--- src/rtl/alu_exec_ctrl.sv ---
// Issue/sequencing controller for the 16-bit ALU: accepts one op over valid/ready, holds the
// ALU ctrl code for the op latency, captures the results and writes them back through the
// single register-file port (MUL/DIV write a second word to R0). Bad ops are trapped early.
//
// state  | meaning
// -------+---------------------------------------------------------------
// IDLE   | ready for a new op
// EXEC   | ALU driven with latched code; cnt counts down to terminal 0
// WB_LO  | write res_lo to the latched destination
// WB_HI  | write res_hi (MUL high / DIV remainder) to R0
// EXC    | one-cycle exception pulse (overflow, divide-by-zero, illegal)
module alu_exec_ctrl #(
    parameter int MUL_CYC = 2,
    parameter int DIV_CYC = 4,
    parameter int R0_ADDR = 0,
    parameter int AW      = 4
) (
    input  logic          clk,
    input  logic          rst,
    input  logic          op_valid,
    output logic          op_ready,
    input  logic [3:0]    op_code,
    input  logic [AW-1:0] op_dest,
    input  logic          op_b_zero,
    output logic [3:0]    alu_ctrl,
    input  logic [15:0]   alu_out,
    input  logic [15:0]   alu_r0,
    input  logic          alu_ovf,
    output logic          rf_we,
    output logic [AW-1:0] rf_waddr,
    output logic [15:0]   rf_wdata,
    output logic          exc_valid,
    output logic [1:0]    exc_code,
    output logic          busy
);

    typedef enum logic [2:0] {
        S_IDLE  = 3'd0,
        S_EXEC  = 3'd1,
        S_WB_LO = 3'd2,
        S_WB_HI = 3'd3,
        S_EXC   = 3'd4
    } state_t;

    state_t          state;
    state_t          state_nxt;
    logic [3:0]      cnt;
    logic [3:0]      code_q;
    logic [AW-1:0]   dest_q;
    logic            bz_q;
    logic [15:0]     res_lo;
    logic [15:0]     res_hi;
    logic            ovf_q;
    logic            wide_q;
    logic            accept;

    function automatic logic is_legal(input logic [3:0] c);
        return (c == 4'h1) || (c == 4'h2) || (c == 4'h4) || (c == 4'h8) ||
               (c == 4'hC) || (c == 4'hE) || (c == 4'hF);
    endfunction

    // Counter preload is latency minus one so the terminal compare is against zero.
    function automatic logic [3:0] lat_m1(input logic [3:0] c);
        if (c == 4'h4)      return 4'(MUL_CYC - 1);
        else if (c == 4'h8) return 4'(DIV_CYC - 1);
        else                return 4'h0;
    endfunction

    assign accept = op_valid && (state == S_IDLE);
    assign wide_q = (code_q == 4'h4) || (code_q == 4'h8);

    // State register.
    always_ff @(posedge clk or posedge rst) begin
        if (rst) state <= S_IDLE;
        else     state <= state_nxt;
    end

    // Next-state decode.
    always_comb begin
        state_nxt = state;
        case (state)
            S_IDLE: begin
                if (op_valid) begin
                    if ((op_code == 4'h8) && op_b_zero) state_nxt = S_EXC;
                    else if (!is_legal(op_code))       state_nxt = S_EXC;
                    else                               state_nxt = S_EXEC;
                end
            end
            S_EXEC:  if (cnt == 4'h0) state_nxt = S_WB_LO;
            S_WB_LO: begin
                if (wide_q)     state_nxt = S_WB_HI;
                else if (ovf_q) state_nxt = S_EXC;
                else            state_nxt = S_IDLE;
            end
            S_WB_HI: state_nxt = S_IDLE;
            S_EXC:   state_nxt = S_IDLE;
            default: state_nxt = S_IDLE;
        endcase
    end

    // Op latch, latency down-counter and result capture.
    always_ff @(posedge clk or posedge rst) begin
        if (rst) begin
            cnt    <= 4'h0;
            code_q <= 4'h0;
            dest_q <= '0;
            bz_q   <= 1'b0;
            res_lo <= 16'h0;
            res_hi <= 16'h0;
            ovf_q  <= 1'b0;
        end else if (accept) begin
            code_q <= op_code;
            dest_q <= op_dest;
            bz_q   <= op_b_zero;
            cnt    <= lat_m1(op_code);
            ovf_q  <= 1'b0;
        end else if (state == S_EXEC) begin
            if (cnt == 4'h0) begin
                res_lo <= alu_out;
                res_hi <= alu_r0;
                ovf_q  <= alu_ovf;
            end else begin
                cnt <= cnt - 4'h1;
            end
        end
    end

    // Outputs decode from registered state and latched regs only.
    always_comb begin
        op_ready  = 1'b0;
        busy      = 1'b1;
        alu_ctrl  = 4'h0;
        rf_we     = 1'b0;
        rf_waddr  = '0;
        rf_wdata  = 16'h0;
        exc_valid = 1'b0;
        exc_code  = 2'b00;
        case (state)
            S_IDLE: begin
                op_ready = 1'b1;
                busy     = 1'b0;
            end
            S_EXEC: alu_ctrl = code_q;
            S_WB_LO: begin
                rf_we    = 1'b1;
                rf_waddr = dest_q;
                rf_wdata = res_lo;
            end
            S_WB_HI: begin
                rf_we    = 1'b1;
                rf_waddr = AW'(R0_ADDR);
                rf_wdata = res_hi;
            end
            S_EXC: begin
                exc_valid = 1'b1;
                if ((code_q == 4'h8) && bz_q) exc_code = 2'b10;
                else if (!is_legal(code_q))   exc_code = 2'b11;
                else                          exc_code = 2'b01;
            end
            default: ;
        endcase
    end

endmodule
--- config.mk ---
export PLATFORM = sky130hd
export DESIGN_NAME = alu_exec_ctrl
export DESIGN_NICKNAME = d
export VERILOG_FILES = /design/src/rtl/alu_exec_ctrl.sv
export SDC_FILE = /design/constraint.sdc
export NUM_CORES = 1
export LEC_CHECK = 0
export CAP_MARGIN = 0
export CORE_ASPECT_RATIO = 0.7
export CORE_MARGIN = 1.5
export CORE_UTILIZATION = 35
export CTS_CLUSTER_DIAMETER = 30
export DETAILED_ROUTE_END_ITERATION = 12
export GPL_TIMING_DRIVEN = 0
export SYNTH_ARGS = -nofsm -noshare
export SYNTH_HDL_FRONTEND = slang
export SYNTH_SLANG_ARGS = --single-unit
--- constraint.sdc ---
create_clock -name clk -period 2.2 [get_ports clk]
set_clock_uncertainty 0.1 [all_clocks]
set_input_delay 0.22 -clock clk [delete_from_list [all_inputs] [get_ports clk]]
set_output_delay 0.22 -clock clk [all_outputs]
set_load 0.01 [all_outputs]
==> summary.txt, run 1 <==
Fraction of the yosys area taken by sequential cells -> 0.512
CP max-delay cell -> clkdlybuf4s50_1
Sequence of cells on the critical path -> buf_4 > nor3b_4 > and2_1 > clkdlybuf4s50_1
Critical path required time -> 1880 ps
Vias per cell -> 4.66
Post-placement worst setup slack -> 12.8 ps
Number of flops mapped to enable cells by yosys -> 0
Total number of placement rows -> 24
Largest area contributor in the netlist -> dfrtp_1
Clock insertion delay at the later pin of the skew report -> 290 ps
Final setup slack of the worst path -> 58.6 ps
HPWL Detailed -> 3980 um
Type of the setup path with the least slack -> register to output port
FF-to-FF Start -> cnt[0]
Startpoint class of the critical path -> register
PortBufs -> 74
Flop and latch count out of synthesis -> 49
Routability-driven placement congestion ratio -> 0.754
Post-Synthesis Net Count -> 245
Fillcell total -> 611
Die area -> 0.00735 mm2
Number of buffers created by CTS -> 5
Worst min-delay path class -> primary input to async pin
Period utilisation layout -> 0.973
Leakage power summed over all cells -> 0.00161 uW
Post-layout util -> 0.533
P per Cell Area -> 1150 mW/mm2
Overflow after GRT -> 0
IO Pins -> 75
Worst Tran Pin Value -> 369 ps
Synth Warn # -> 0
Maximum fanout encountered on the critical timing path -> 6
Number of design rule violations left after detail routing -> 0
Most frequently used cell type in the post-synthesis netlist -> dfrtp_1
Final count of negative-setup-slack endpoints -> 0
Share of layout cells above drive strength 1 -> 0.147
Worst stage delay on the critical path -> 530 ps
Synth unique cells -> 31
Via count of the first global-routing pass -> 1723
Drt wl/cell -> 14.1 um
Max transition margin -> 0.752
Clock slew seen by the registers of the worst setup and hold paths -> 90 ps
Worst hold slack -> 63.9 ps
Clock tree from TritonCTS -> yes
Buffer depth of the longest clock path -> 2
Most frequently used flop master after synthesis -> dfrtp_1
Final WL -> 5320 um
Number of routed nets with antenna violations -> 0
Placeable core region -> 0.00643 mm2
Depth of the most critical reg-to-reg path -> 6
Share of the synthesized area in the top cell type -> 0.512
Initial DRC Count -> 89
Max-capacitance violation count -> 0
Count of antenna diodes in the layout -> 0
Per-instance average area after synthesis -> 12.0 um2
Effective utilization at floorplan -> 0.372
Number of instances in the synthesized netlist -> 199
Root Buffer -> clkbuf_8
Signed area change from the synthesized netlist to the final layout -> 43.2%
Number of nets at the end of the flow -> 331
Final-report hold violation count -> 0
Via count -> 1755
Wire length of the first global-routing pass -> 8600 um
Minimum period implied by the final worst setup slack -> 2140 ps
Router iterations before antenna repair -> 4
Most area-consuming cells after synthesis -> dfrtp_1 (51%), mux2_1 (14%), mux2i_1 (6.7%)
Die extent in y -> 72.2 um
Largest net degree at the start of global routing -> 40
Hold-fix buffer count after cts -> 0
Most instantiated cells after synthesis -> dfrtp_1 (49), mux2_1 (29), nor2_1 (21)
Unrepaired setup endpoints after global routing -> yes
R2r setup slk -> 230 ps
R2r endpoint -> res_hi[7]
Count of pins over their slew limit -> 0
Data arrival time at the worst-slack endpoint -> 1820 ps
Number of sinks handled by clock tree synthesis -> 49
Largest vdd supply drop -> 0.438 mV
Kind of end point of the critical path -> output port
CTS H-tree lvls -> 2
Fraction of synthesis flops using an asynchronous set or reset pin -> 1.00
Synthesized cell area -> 0.00239 mm2
Result of the run -> finished clean
Total Routing Usage GR -> 0.155
X dimension of the die -> 102 um
Number of antenna violations at the first check in global routing -> 0
Highest clock rate -> 467 MHz
[critical path: cells and delay by family (launching register included)]
| kind | cells | cell delay, ps |
|---|---|---|
| buffers and inverters | 2 | 680 |
| AND/OR/NAND/NOR | 2 | 400 |
| flip-flops | 1 | 450 |
[worst max path at each step]
stage,startpoint,end,slack [ps]
after floorplan,cnt[0],state[0],460
after global placement,rst,res_hi[4],-360
after global routing,state[2],op_ready,-7
final,state[1],alu_ctrl[0],60
after detailed placement,state[0],rf_wdata[2],10
after CTS,state[2],alu_ctrl[0],-50
[cells in the final DEF, fill, tap and decap left out, types with 2 or more instances in the layout]
cell type        instances
buf_8                    2
a21oi_1                  3
dlygate4sd2_1           10
dfrtp_1                 47
clkdlybuf4s50_1         53
nand2_1                  4
and2_1                  10
clkinv_2                 2
dfrtp_2                  2
nor2_1                  20
mux2_1                  29
mux2_2                  11
dlymetal6s2s_1          10
nor3_1                   4
clkbuf_8                 5
o31ai_1                  3
xnor2_1                  4
o21ai_0                  5
buf_4                    9
nand3_1                  5
inv_1                    7
buf_6                    2
a221o_1                  2
xor2_1                   3
mux2i_1                 16
nand2b_1                 2
[layout make-up]
class / count / area [um2] / area share
Multi-Input combinational cell: 133 / 1080 / 0.316
Sequential cell: 49 / 1230 / 0.359
Timing Repair Buffer: 79 / 798 / 0.233
Inverter: 8 / 30.0 / 0.00876
Clock buffer: 6 / 72.6 / 0.0212
Clock inverter: 2 / 10.0 / 0.00292
Buffer: 9 / 90.1 / 0.0263
Tap cell: 91 / 114 / 0.0332
[power breakdown]
group | internal, uW | switching, uW | total [uW]
Sequential | 1340 | 290 | 1630
Clock | 221 | 286 | 507
Combinational | 1020 | 768 | 1790
[cell families after synthesis]
group / after synthesis / share of synthesized area
buf+inv: 17 / 0.0392
fa+ha+maj: 1 / 0.00523
mux: 56 / 0.255
flops: 49 / 0.512
simple gates: 54 / 0.121
xor+xnor: 7 / 0.0256
compound gates: 15 / 0.0413
[metrics by stage]
stage	power (uW)	cells	area (um2)	setup TNS, ps
finish	3920	377	3430	0
detailed placement	3430	365	3270	0
CTS	3960	374	3380	-92.4
global placement	3390	364	3250	-17530
global route	4240	377	3430	-8.23
floorplan	2710	199	2390	0
[metal layers]
metal  GRT usage  vias up  share of wire
met4      0.0502        0          0.011
li1            -      862              -
met5           0        -              0
met3      0.0347        5          0.051
met2       0.221       41           0.42
met1       0.232      847           0.51
[flip-flops by register name, indices dropped and copies added, names as in the netlist]
name / cells
dest_q: 4
ovf_q: 1
code_q: 4
cnt: 4
res_hi: 16
state: 3
res_lo: 16
bz_q: 1
[what timing repair did]
item                                    4_1_cts  5_1_grt
gates resized for setup                      22       15
pin swaps                                     0        1
gates cloned                                  0        0
setup buffers                                 1        3
endpoints found under the setup margin       18       13
No activity file was read; power rests on OpenSTA's default activity.
==> inputs of run 2 (changes only) <==
--- a/config.mk
+++ b/config.mk
@@ -15,3 +15,4 @@
 export SYNTH_ARGS = -nofsm -noshare
 export SYNTH_HDL_FRONTEND = slang
 export SYNTH_SLANG_ARGS = --single-unit
+export TNS_END_PERCENT = 10
==> summary.txt, run 2 (same netlist as run 1, synthesis figures left out) <==
Number of antenna violations at the first check in global routing -> 0 (unchanged)
Minimum period implied by the final worst setup slack -> 2180 ps (+39.5 ps)
Type of the setup path with the least slack -> register to output port
Max-capacitance violation count -> 0 (unchanged)
Vias per cell -> 4.65 (-0.19%)
Highest clock rate -> 459 MHz (-1.8%)
Count of buffers added by post-CTS timing repair for setup -> 0 (-1)
Power share of the combinational group -> 0.446 (-0.010)
Clock insertion delay at the later pin of the skew report -> 290 ps (about the same)
Number of nets at the end of the flow -> 327 (-1.2%)
Signed area change from the synthesized netlist to the final layout -> 41.0%
Buffer depth of the longest clock path -> 2 (unchanged)
IO Pins -> 75 (unchanged)
Sequence of cells on the critical path -> buf_6 > buf_8 > mux2i_1 > nor2_1 > clkdlybuf4s50_1
Fillcell total -> 616 (+0.82%)
Final WL -> 5290 um (-0.49%)
Initial DRC Count -> 61 (-31%)
Setup TNS -> 0 ps (unchanged)
Share of layout cells above drive strength 1 -> 0.135 (-0.0121)
Data arrival time at the worst-slack endpoint -> 1860 ps (+40 ps)
PortBufs -> 74 (unchanged)
Number of design rule violations left after detail routing -> 0 (unchanged)
Maximum fanout encountered on the critical timing path -> 10 (+4)
Commonest non-fill, non-tap cells in the layout -> clkdlybuf4s50_1 (55), dfrtp_1 (47), mux2_1 (29)
Number of routed nets with antenna violations -> 0 (unchanged)
Placed Cells incl. Taps -> 365 (unchanged)
Root Buffer -> clkbuf_8
Critical path required time -> 1880 ps (about the same)
Count of antenna diodes in the layout -> 0 (unchanged)
Kind of end point of the critical path -> output port
Routability-driven placement congestion ratio -> 0.754 (unchanged)
Placeable core region -> 0.00643 mm2 (unchanged)
Leakage power summed over all cells -> 0.00151 uW (-6.1%)
Via count -> 1733 (-1.3%)
Die area -> 0.00735 mm2 (unchanged)
Number of buffers created by CTS -> 5 (unchanged)
Final Instance Count excl. Fillers -> 373 (-1.1%)
Drt wl/cell -> 14.2 um (+0.58%)
Result of the run -> finished clean
Worst stage delay on the critical path -> 550 ps (+20 ps)
Post-placement worst setup slack -> 12.8 ps (unchanged)
Period utilisation layout -> 0.991 (+0.0180)
Largest vdd supply drop -> 0.437 mV (about the same)
Via count of the first global-routing pass -> 1719 (-0.23%)
Die extent in y -> 72.2 um (unchanged)
Cell class contributing the biggest share of worst-path delay -> buffers and inverters
Leading cell type in the layout, fill and taps excluded -> clkdlybuf4s50_1
Part of the total power dissipated in sequential elements -> 0.423 (+0.008)
P per Cell Area -> 1150 mW/mm2 (about the same)
Final count of negative-setup-slack endpoints -> 0 (unchanged)
Total number of placement rows -> 24 (unchanged)
Total Routing Usage GR -> 0.154 (-0.000625)
Largest registers -> res_hi (16), res_lo (16)
Worst Tran Pin Value -> 356 ps (-13.1 ps)
Clock tree from TritonCTS -> yes
Router iterations before antenna repair -> 4 (unchanged)
Buf+Inv Stages, Crit Path -> 3 (+1)
Worst hold slack -> 64.0 ps (+0.0790 ps)
Unrepaired setup endpoints after global routing -> yes
Cell-internal power -> 2540 uW (-1.7%)
X dimension of the die -> 102 um (unchanged)
Clock slew seen by the registers of the worst setup and hold paths -> 90 ps (about the same)
Largest net degree at the start of global routing -> 40 (unchanged)
Overflow after GRT -> 0 (unchanged)
Hold-fix buffer count after cts -> 0 (unchanged)
Switching part of the total power -> 0.344 (+0.00188)
Final total power -> 3870 uW (-1.5%)
Final-report hold violation count -> 0 (unchanged)
Final setup slack of the worst path -> 19.1 ps (-39.5 ps)
CTS H-tree lvls -> 2 (unchanged)
Worst min-delay path class -> primary input to async pin
Count of pins over their slew limit -> 0 (unchanged)
Effective utilization at floorplan -> 0.372 (unchanged)
CP max-delay cell -> clkdlybuf4s50_1
Number of sinks handled by clock tree synthesis -> 49 (unchanged)
Clock share of power -> 0.131 (+0.002)
Wire length of the first global-routing pass -> 8560 um (-0.41%)
HPWL Detailed -> 3980 um (unchanged)
Startpoint class of the critical path -> register
Max transition margin -> 0.761 (+0.00882)
Total net switching power -> 1330 uW (-0.91%)
## run 2: cell count changes in the layout (fill, tap and decap cells not counted), sizes merged
cell,previous run,this run
clkdlybuf4s50,53,55
dlygate4sd2,10,13
buf,14,10
dlymetal6s2s,10,5
## run 2: cell type report
cell class	instances	area [um2]	area share
Sequential cell	49	1230	0.364
Multi-Input combinational cell	133	1080	0.320
Timing Repair Buffer	75	752	0.223
Tap cell	91	114	0.0337
Buffer	9	86.3	0.0256
Clock buffer	6	72.6	0.0215
Inverter	8	30.0	0.00890
Clock inverter	2	10.0	0.00297
## run 2: timing repair
action / 4_1_cts / 5_1_grt
gates resized for setup: 25 / 8
pin swaps: 0 / 4
endpoints found under the setup margin: 18 / 9
## run 2: through the flow
step / area (um2) / util
after floorplan: 2390 / -
after detailed placement: 3270 / 0.509
after global placement: 3250 / 0.505
after CTS: 3360 / 0.524
after global routing: 3370 / 0.525
final: 3370 / 0.525
## run 2: power by group through the flow
| stage | combinational [uW] | sequential (uW) | clock, uW |
|---|---|---|---|
| after floorplan | 1150 | 1560 | 0 |
| after global placement | 1750 | 1640 | 0 |
| after detailed placement | 1780 | 1650 | 0 |
| after CTS | 1770 | 1640 | 533 |
| after global routing | 1910 | 1700 | 582 |
| final | 1730 | 1640 | 506 |
## run 2: worst paths after layout
check                          start            to  slack (ps)  cells after the start
max                         state[0]  rf_wdata[15]          20                      5
max in group asynchronous        rst      state[1]        1430                      3
min                              rst     res_lo[0]          60                      2
min reg2reg                res_lo[7]     res_lo[7]         400                      1
max reg2reg                   cnt[0]     res_hi[7]         220                      6
min in group clk           res_lo[7]     res_lo[7]         400                      1
## run 2: per-layer routing
metal / vias to the layer above / GRT usage / wire length, um
met5: - / 0 / 0
met4: 0 / 0.0502 / 59
met3: 5 / 0.0347 / 251
met2: 41 / 0.221 / 2250
met1: 833 / 0.231 / 2740
li1: 854 / - / -
